## src/rtl/light_stand_mode_ctrl_if.sv

```systemverilog
// Button-pulse inputs and lamp/status outputs of the light stand sequencer.
// The master side drives the buttons; the slave side is the controller.
interface light_stand_mode_ctrl_if;
   logic       i_btn_power;
   logic       i_btn_mode;
   logic       i_btn_timer;
   logic       o_light;
   logic [1:0] o_mode;
   logic       o_timer_active;

   modport master (
      output i_btn_power, i_btn_mode, i_btn_timer,
      input  o_light, o_mode, o_timer_active
   );

   modport slave (
      input  i_btn_power, i_btn_mode, i_btn_timer,
      output o_light, o_mode, o_timer_active
   );
endinterface

```

## src/rtl/light_stand_mode_ctrl.sv

```systemverilog
// Light stand sequencer: brightness-mode FSM, auto-off countdown and
// glitch-free PWM lamp drive with period-aligned duty changes.
module light_stand_mode_ctrl #(
   parameter int PWM_PERIOD  = 100,
   parameter int DUTY_LOW    = 20,
   parameter int DUTY_MID    = 50,
   parameter int DUTY_HIGH   = 100,
   parameter int TIMER_TICKS = 3_000_000
) (
   input  logic                    i_clk,
   input  logic                    i_reset_n,
   light_stand_mode_ctrl_if.slave  bus
);
   localparam int PW = (PWM_PERIOD > 2) ? $clog2(PWM_PERIOD) : 1;
   localparam int DW = $clog2(PWM_PERIOD + 1);
   localparam int TW = $clog2(TIMER_TICKS + 1);

   typedef enum logic [1:0] {
      ST_OFF  = 2'b00,
      ST_LOW  = 2'b01,
      ST_MID  = 2'b10,
      ST_HIGH = 2'b11
   } state_t;

   state_t          r_state;
   logic            r_timer_active;
   logic [TW-1:0]   r_timer_cnt;
   logic [PW-1:0]   r_pwm_cnt;
   logic [DW-1:0]   r_duty;
   logic            r_light;

   state_t          w_state_nxt;
   logic            w_timer_active_nxt;
   logic [TW-1:0]   w_timer_cnt_nxt;
   logic [PW-1:0]   w_pwm_nxt;
   logic [DW-1:0]   w_duty_nxt;
   logic [DW-1:0]   w_state_duty;
   logic            w_light_nxt;
   logic            w_expire;
   logic            w_wrap;
   logic            w_enter_off;

   // State, countdown, PWM counter, duty latch and lamp registers
   always_ff @(posedge i_clk) begin
      if (!i_reset_n) begin
         r_state        <= ST_OFF;
         r_timer_active <= 1'b0;
         r_timer_cnt    <= {TW{1'b0}};
         r_pwm_cnt      <= {PW{1'b0}};
         r_duty         <= {DW{1'b0}};
         r_light        <= 1'b0;
      end else begin
         r_state        <= w_state_nxt;
         r_timer_active <= w_timer_active_nxt;
         r_timer_cnt    <= w_timer_cnt_nxt;
         r_pwm_cnt      <= w_pwm_nxt;
         r_duty         <= w_duty_nxt;
         r_light        <= w_light_nxt;
      end
   end

   // Mode FSM and auto-off countdown; expiry and power outrank timer and mode
   always_comb begin
      w_state_nxt        = r_state;
      w_timer_active_nxt = r_timer_active;
      w_timer_cnt_nxt    = r_timer_cnt;
      w_expire           = r_timer_active && (r_timer_cnt == TW'(1));
      if (w_expire || bus.i_btn_power) begin
         if (r_state == ST_OFF) begin
            w_state_nxt = ST_LOW;
         end else begin
            w_state_nxt = ST_OFF;
         end
         w_timer_active_nxt = 1'b0;
         w_timer_cnt_nxt    = {TW{1'b0}};
      end else if (r_state != ST_OFF) begin
         if (bus.i_btn_timer) begin
            if (r_timer_active) begin
               w_timer_active_nxt = 1'b0;
               w_timer_cnt_nxt    = {TW{1'b0}};
            end else begin
               w_timer_active_nxt = 1'b1;
               w_timer_cnt_nxt    = TW'(TIMER_TICKS);
            end
         end else if (r_timer_active) begin
            w_timer_cnt_nxt = r_timer_cnt - TW'(1);
         end else begin
            w_timer_cnt_nxt = r_timer_cnt;
         end
         if (bus.i_btn_mode) begin
            case (r_state)
               ST_LOW:  w_state_nxt = ST_MID;
               ST_MID:  w_state_nxt = ST_HIGH;
               ST_HIGH: w_state_nxt = ST_LOW;
               default: w_state_nxt = ST_OFF;
            endcase
         end else begin
            w_state_nxt = r_state;
         end
      end else begin
         w_state_nxt = r_state;
      end
   end

   // PWM counter, duty latch (period-aligned, immediate zero on entering OFF) and lamp level
   always_comb begin
      w_wrap      = (r_pwm_cnt == PW'(PWM_PERIOD - 1));
      w_enter_off = (r_state != ST_OFF) && (w_state_nxt == ST_OFF);
      case (r_state)
         ST_LOW:  w_state_duty = DW'(DUTY_LOW);
         ST_MID:  w_state_duty = DW'(DUTY_MID);
         ST_HIGH: w_state_duty = DW'(DUTY_HIGH);
         default: w_state_duty = {DW{1'b0}};
      endcase
      if (w_wrap) begin
         w_pwm_nxt = {PW{1'b0}};
      end else begin
         w_pwm_nxt = r_pwm_cnt + PW'(1);
      end
      if (w_enter_off) begin
         w_duty_nxt = {DW{1'b0}};
      end else if (w_wrap) begin
         w_duty_nxt = w_state_duty;
      end else begin
         w_duty_nxt = r_duty;
      end
      w_light_nxt = (DW'(w_pwm_nxt) < w_duty_nxt);
   end

   assign bus.o_mode         = r_state;
   assign bus.o_timer_active = r_timer_active;
   assign bus.o_light        = r_light;
endmodule
```

## src/flat_wrapper.sv

```systemverilog
// flat-port wrapper written by rule: the top's interface ports become plain ports
module light_stand_mode_ctrl_flat 
#(
   parameter int PWM_PERIOD  = 100,
   parameter int DUTY_LOW    = 20,
   parameter int DUTY_MID    = 50,
   parameter int DUTY_HIGH   = 100,
   parameter int TIMER_TICKS = 3_000_000
)
  (i_clk, i_reset_n, bus_i_btn_power, bus_i_btn_mode, bus_i_btn_timer, bus_o_light, bus_o_mode, bus_o_timer_active);
  light_stand_mode_ctrl_if bus_i ();
  input  logic i_clk;
  input  logic i_reset_n;
  input wire logic [$bits(bus_i.i_btn_power)-1:0] bus_i_btn_power;
  input wire logic [$bits(bus_i.i_btn_mode)-1:0] bus_i_btn_mode;
  input wire logic [$bits(bus_i.i_btn_timer)-1:0] bus_i_btn_timer;
  output wire logic [$bits(bus_i.o_light)-1:0] bus_o_light;
  output wire logic [$bits(bus_i.o_mode)-1:0] bus_o_mode;
  output wire logic [$bits(bus_i.o_timer_active)-1:0] bus_o_timer_active;
  assign bus_i.i_btn_power = bus_i_btn_power;
  assign bus_i.i_btn_mode = bus_i_btn_mode;
  assign bus_i.i_btn_timer = bus_i_btn_timer;
  assign bus_o_light = bus_i.o_light;
  assign bus_o_mode = bus_i.o_mode;
  assign bus_o_timer_active = bus_i.o_timer_active;
  light_stand_mode_ctrl #(.PWM_PERIOD(PWM_PERIOD), .DUTY_LOW(DUTY_LOW), .DUTY_MID(DUTY_MID), .DUTY_HIGH(DUTY_HIGH), .TIMER_TICKS(TIMER_TICKS)) u_core (.i_clk(i_clk), .i_reset_n(i_reset_n), .bus(bus_i));
endmodule
```

## config.mk

```make
export PLATFORM = sky130hd
export DESIGN_NAME = light_stand_mode_ctrl_flat
export DESIGN_NICKNAME = d
export VERILOG_FILES = /design/src/rtl/light_stand_mode_ctrl_if.sv /design/src/rtl/light_stand_mode_ctrl.sv /design/src/flat_wrapper.sv
export SDC_FILE = /design/constraint.sdc
export NUM_CORES = 1
export LEC_CHECK = 0
export BUFFER_PORTS_ARGS = -buffer_cell sky130_fd_sc_hd__buf_4
export CAP_MARGIN = 30
export CORE_UTILIZATION = 35
export CTS_CLUSTER_SIZE = 8
export DETAILED_ROUTE_END_ITERATION = 8
export HOLD_SLACK_MARGIN = 0.02
export PLACE_DENSITY_LB_ADDON = 0.1
export SLEW_MARGIN = 5
export SYNTH_ARGS = -nofsm -noshare
export SYNTH_HDL_FRONTEND = slang
export SYNTH_SLANG_ARGS = --single-unit
```

## constraint.sdc

```tcl
create_clock -name i_clk -period 4.51 [get_ports i_clk]
set_input_delay 0.451 -clock i_clk [delete_from_list [all_inputs] [get_ports i_clk]]
set_output_delay 0.451 -clock i_clk [all_outputs]
set_load 0.005 [all_outputs]
```

; Word level (Yosys, flattened, before mapping)
; Index checks and enable logic that the tools add are counted.
[op_classes]
mul = 0
order_cmp = 1
shifts = 0
n_bitwise = 1
n_eq_ne = 5
div_mod_pow = 0
muxes = 13
n_reduce_logical = 10
addsub = 2
[ops]
columns = operator, n
row1 = 2-to-1 mux 22 bit, 3
row2 = "equality test 22 x 1 -> 1 bit, second input constant", 1
row3 = "subtractor 22 x 1 -> 22 bit, second input constant", 1
row4 = 2-to-1 mux 7 bit, 3
row5 = one-hot mux 7 bit (3 select lines), 1
row6 = "adder 7 x 1 -> 7 bit, second input constant", 1
row7 = "equality test 7 bit, second input constant", 1
row8 = < comparator 7 bit, 1
row9 = 2-to-1 mux 2 bit, 3
row10 = one-hot mux 2 bit (3 select lines), 1
row11 = "equality test 2 bit, second input constant", 2
row12 = zero test 2 bit, 2
row13 = AND reduction 2 bit, 2
row14 = nonzero test 2 bit, 2
row15 = "equality test 2 x 1 -> 1 bit, second input constant", 1
row16 = logical AND 1 bit, 2
row17 = 2-to-1 mux 1 bit, 2
row18 = OR reduction 2 bit, 1
row19 = logical OR 1 bit, 1
row20 = inverter 1 bit, 1
[totals]
register_bits = 40
latchBits = 0
output_inout_bits = 4
rom_bits = 0
memories = 0
in_bits = 5
ram_bits = 0
elab_cells = 38

; Logic depth before layout (Yosys ltp)
[depth]
word_depth = 9
depth_mapped = 11

; Worst setup path before layout
; OpenSTA, ideal clock, no wires.
[synth_timing]
kind = register to register
from = reg u_core.r_state[0], in the netlist u_core.bus.o_mode[0]
to = reg u_core.r_light, in the netlist u_core.bus.o_light
required_ps = 4396
slack_ps = 2051
synth_period_minus_slack_ps = 2459
t_arrival_ps = 2344
stages_incl_launch_ff = 12
cell_sequence = dfxtp_1 inv_1 ha_1 mux2_2 o31ai_1 a21oi_2 nand2_1 ha_1 nand2_1 and3_1 nand4_1 a2111oi_0
[synth_via]
elab_chain_cells = 9
[synth_rtl]
columns = element, line_no
row1 = "start, declared", light_stand_mode_ctrl.sv:25  ; state_t r_state;
row2 = "start signal, assigned", light_stand_mode_ctrl.sv:53  ; r_state <= w_state_nxt;
row3 = equality test 2 bit or equality test 2 x 1 -> 1 bit (tied branches), "light_stand_mode_ctrl.sv:91, light_stand_mode_ctrl.sv:109"
row4 = one-hot mux 2 bit (3 select lines), light_stand_mode_ctrl.sv:91  ; case (r_state)
row5 = 2-to-1 mux 2 bit, light_stand_mode_ctrl.sv:90  ; if (bus.i_btn_mode) begin
row6 = 2-to-1 mux 2 bit, light_stand_mode_ctrl.sv:76  ; end else if (r_state != ST_OFF) begin
row7 = 2-to-1 mux 2 bit, light_stand_mode_ctrl.sv:68  ; if (w_expire || bus.i_btn_power) begin
row8 = zero test 2 bit, light_stand_mode_ctrl.sv:108  ; w_enter_off = (r_state != ST_OFF) && (w_state_nxt == ST_OFF);
row9 = logical AND 1 bit, light_stand_mode_ctrl.sv:108
row10 = 2-to-1 mux 7 bit *, light_stand_mode_ctrl.sv:120  ; if (w_enter_off) begin
row11 = < comparator 7 bit *, light_stand_mode_ctrl.sv:127  ; w_light_nxt = (DW'(w_pwm_nxt) < w_duty_nxt);
row12 = "end signal, assigned", light_stand_mode_ctrl.sv:58  ; r_light <= w_light_nxt;
row13 = "end, declared", light_stand_mode_ctrl.sv:30  ; logic r_light;
; Mark *: on every way between the ends. The rest lies on a longest branch, timed or not.
; A chain may end at the register's enable or synchronous reset.

; Final worst setup path
[layout_timing]
from = reg u_core.r_timer_active, in the netlist u_core.bus.o_timer_active
to = reg u_core.r_light, in the netlist u_core.bus.o_light
[layout_via]
elab_chain_cells = 7
[layout_rtl]
columns = element, line_no
row1 = "start, declared", light_stand_mode_ctrl.sv:26  ; logic r_timer_active;
row2 = "start signal, assigned", light_stand_mode_ctrl.sv:54  ; r_timer_active <= w_timer_active_nxt;
row3 = logical AND 1 bit, light_stand_mode_ctrl.sv:67  ; w_expire = r_timer_active && (r_timer_cnt == TW'(1));
row4 = logical OR 1 bit, light_stand_mode_ctrl.sv:68
row5 = 2-to-1 mux 2 bit, light_stand_mode_ctrl.sv:68
row6 = zero test 2 bit, light_stand_mode_ctrl.sv:108
row7 = logical AND 1 bit, light_stand_mode_ctrl.sv:108
row8 = 2-to-1 mux 7 bit, light_stand_mode_ctrl.sv:120
row9 = < comparator 7 bit, light_stand_mode_ctrl.sv:127
; Every way passes these cells.

==> results by group <==
Drt
  • Vias per cell: about 5.3
  • Antenna-violating nets left: 0
  • Post-detailed-routing wire length: approximately 5000 um
  • DRC Markers: 0
  • 1st-pass router iterations: 4
  • Total number of vias: between 1500 and 2000
  • First-iteration detailed-routing DRC count: 74
  • Routed len/inst: 14.4 um

Logic synthesis
  • Sequential area share after synthesis: about 36%
  • Nets in the synthesized netlist: between 200 and 300
  • Flop and latch count out of synthesis: 40
  • Cell taking the most area after synthesis: dfxtp_1
  • Number of enable flip-flop cells after synthesis: 0
  • Yosys cell types: 47
  • Most frequently used flop master after synthesis: dfxtp_1
  • Commonest cells in the netlist: 40 x dfxtp_1, 38 x nor2_1, 18 x nand2_1
  • Library cell with the highest instance count after synthesis: dfxtp_1
  • Fraction of post-synthesis cell area in the top cell type by area: around 36%
  • Syn Area/Cell: 8.40 um^2
  • Mapped Area: 0.00220 mm^2
  • YS warnings: 0
  • Synth top area cells: dfxtp_1 36%, ha_1 8.0%, nor2_1 6.5%, xnor2_1 3.6%, a21oi_1 3.4%
  • Mapped Cells: 262
  • Async SR Flop Fraction: 0%

Power and ir drop
  • Combinational power share: around 16%
  • Clock network power share: a little under a third
  • Sequential Power Share: 52.1%
  • Power per cell area: roughly 300 mW/mm^2
  • Switching share of power: roughly 28%
  • P_int: ~0.00052 W
  • Maximum vdd ir drop: about 160 uV
  • P_sw: 0.000203 W
  • Leakage: roughly 0.92 nW

Clock tree
  • Largest buffer count on any clock path: 2
  • Number of buffers created by CTS: 5
  • CTS Root Cell: clkbuf_8
  • Post-CTS clock slew at the launch and capture registers of the worst setup and hold paths: 80 ps
  • Insertion delay of the later-clocked pin in the worst-skew pair: roughly 290 ps
  • Cts-stage hold buffer count: 0
  • Post_cts resized: 0
  • CTS Sinks: 40
  • Clock tree from TritonCTS: yes
  • Clock H-tree levels: 2
  • Post-CTS repair timing setup buffer count: 0

STA
  • Maximum clock rate: about 360 MHz
  • Post-route clock period utilization: between 60% and 70%
  • Fin Clk Skew: just over 6 ps
  • Max-Slew Margin vs Limit: about 52%
  • Time the worst path needs with I/O delays and setup: 2800 ps
  • Number of slew-limit violations in the final report: 0
  • Setup violators final: 0
  • Transition time of the tightest slew-check pin: a little over 700 ps
  • Number of endpoints with negative hold slack in the final report: 0
  • Setup repair after global routing missed its margin: false
  • Smallest hold slack: around 440 ps
  • Total negative setup slack: 0 ps

Setup path
  • End point of the critical path: u_core.bus.o_light
  • Critical path data arrival time: 2980 ps
  • Cell count along the critical path: 9
  • Delay of the slowest cell on the worst path: 630 ps
  • FF-to-FF Start: u_core.bus.o_timer_active
  • Family with the most delay on the worst path: simple AND/OR/NAND/NOR gates
  • Maximum fanout along the worst path: 14
  • Kind of start point of the critical path: register
  • Count of buffer and inverter cells on the critical path: 0
  • Crit. End Element: register
  • Critical path data required time: between 4000 and 5000 ps
  • Slowest cell on the critical path: dfxtp_1
  • First element of the critical path: u_core.bus.o_timer_active
  • Capture point of the worst reg-to-reg path: u_core.bus.o_light
  • Type of the worst setup path: reg2reg
  • Crit-path cells: or4bb_1, nor4_1, a21oi_2, nand2_1, ha_1, nand2_1, and3_1, nand4_1, a2111oi_0
  • Number of cell instances on the worst register-to-register path: 9
  • Most repeated library cell on the critical path: nand2_1
  • R2R Setup Slk: between 1500 and 2000 ps

Layout
  • Fill cell total of the finished layout: about 620
  • Final design area excluding fillers: roughly 0.0024 mm^2
  • Final layout net count: around 290
  • Area occupied by multi-input gates: about 0.0013 mm^2
  • Syn-to-layout area delta: 8.42%
  • Proportion of layout cells with a drive suffix above 1: under 10%
  • Footprint of the flip-flops and latches: ~800 um^2
  • Antenna diode count: 0

Floorplanning
  • Area enclosed by the die boundary: 0.00661 mm^2
  • Height of the die: 81.3 um
  • Top-level I/O count: 9
  • Total number of placement rows: 28
  • Chip Width: 81.3 um
  • Effective utilization at floorplan: about 37%
  • Core outline area: approximately 0.0060 mm^2

Global routing
  • First-pass GRT wire length: roughly 8300 um
  • Grt total ovfl: 0
  • Number of antenna violations at the first check in global routing: 0
  • Pin count of the biggest net entering global routing: 15
  • Overall global routing resource usage: between 10% and 20%
  • Via count of the first global-routing pass: approximately 1800

Outcome
  • Outcome: completed

Placed design
  • Post-Place Cell Area: roughly 0.0023 mm^2
  • Detailed placer's ending HPWL: 3640 um
  • I/O Buffers: 8
  • Last weighted congestion value of the routability-driven placer: approximately 0.83

Worst hold path
  • Class of the tightest hold or removal check: reg2reg

Run
  • Max-cap violation count: 0
## metal layers
metal	global-route usage, %	share of wire [%]
met1	20.4	48
met2	28.2	48
met3	3.37	2.9
met4	6.25	1.4
met5	0	0
## cells by family after synthesis
| kind of cell | after synthesis | share of synthesized area, % |
|---|---|---|
| simple gates | 127 | 30.8 |
| xor+xnor | 14 | 5.57 |
| mux | 5 | 2.33 |
| fa+ha+maj | 14 | 7.96 |
| buf+inv | 16 | 3.47 |
| flops | 40 | 36.4 |
| compound gates | 46 | 13.5 |
## cell type report
| class | count | share of cell area (%) |
|---|---|---|
| timing repair buffer | 8 | 2.52 |
| clock inverter | 1 | 0.210 |
| sequential | 40 | 33.6 |
| inverter | 8 | 1.26 |
| tap | 75 | 3.93 |
| multi-input combinational | 206 | 55.5 |
| clock buffer | 6 | 3.04 |
## through the flow
| stage | power, W | setup WS, ps | util [%] | std cells |
|---|---|---|---|---|
| floorplan | 0.000469 | 2050 | - | 262 |
| global placement | 0.000499 | 1840 | 38.5 | 337 |
| detailed placement | 0.000498 | 1750 | 38.5 | 337 |
| CTS | 0.000729 | 1740 | 39.8 | 344 |
| global route | 0.000757 | 1340 | 39.8 | 344 |
| finish | 0.000718 | 1710 | 39.8 | 344 |
## flip-flops by register name, indices dropped and copies added (netlist names)
name and cells:
u_core.bus.o_mode 2, u_core.bus.o_light 1, u_core.r_pwm_cnt 7, u_core.r_duty 7, u_core.bus.o_timer_active 1, u_core.r_timer_cnt 22
## cells in the final DEF (no fill, tap or decap), types with 7 or more instances in the layout
cell type  Yosys  layout
inv_1          8       8
nand2_1       18      18
buf_4          0       8
ha_1          14      14
dfxtp_1       40      40
nor2_1        38      38
o21ai_0        7       7
nand2b_1       8       8
xnor2_1        9       9
nand4_1       10      10
a21oi_1       15      15
nand3_1        9       9
nor3_1         8       8
## worst reg2reg max path, stage by stage, from the launching register on
cell and delay (ps):
dfxtp_1 630, or4bb_1 580, nor4_1 280, a21oi_2 180, nand2_1 100, ha_1 240
nand2_1 70, and3_1 150, nand4_1 100, a2111oi_0 390
## how the worst min path moves through the flow
| stage | to | cells past startpoint | slack (ps) | start |
|---|---|---|---|---|
| 2_1_floorplan | u_core.r_duty[3] | 2 | 420 | u_core.r_duty[3] |
| 3_3_place_gp | u_core.r_duty[0] | 2 | 430 | u_core.r_duty[0] |
| 3_5_place_dp | u_core.r_duty[0] | 2 | 430 | u_core.r_duty[0] |
| 4_1_cts | u_core.r_duty[0] | 2 | 450 | u_core.r_duty[0] |
| 5_1_grt | u_core.r_pwm_cnt[4] | 2 | 460 | i_reset_n |
| 6_report | u_core.r_duty[0] | 2 | 440 | u_core.r_duty[0] |
## power by group through the flow
stage	Sequential (W)	Combinational (W)	Clock [W]
floorplan	0.000379	0.0000894	0
global placement	0.000382	0.000117	0
detailed placement	0.000382	0.000116	0
CTS	0.000374	0.000117	0.000238
global route	0.000376	0.000132	0.000249
finish	0.000374	0.000116	0.000228
No activity file was read; power rests on OpenSTA's default activity.
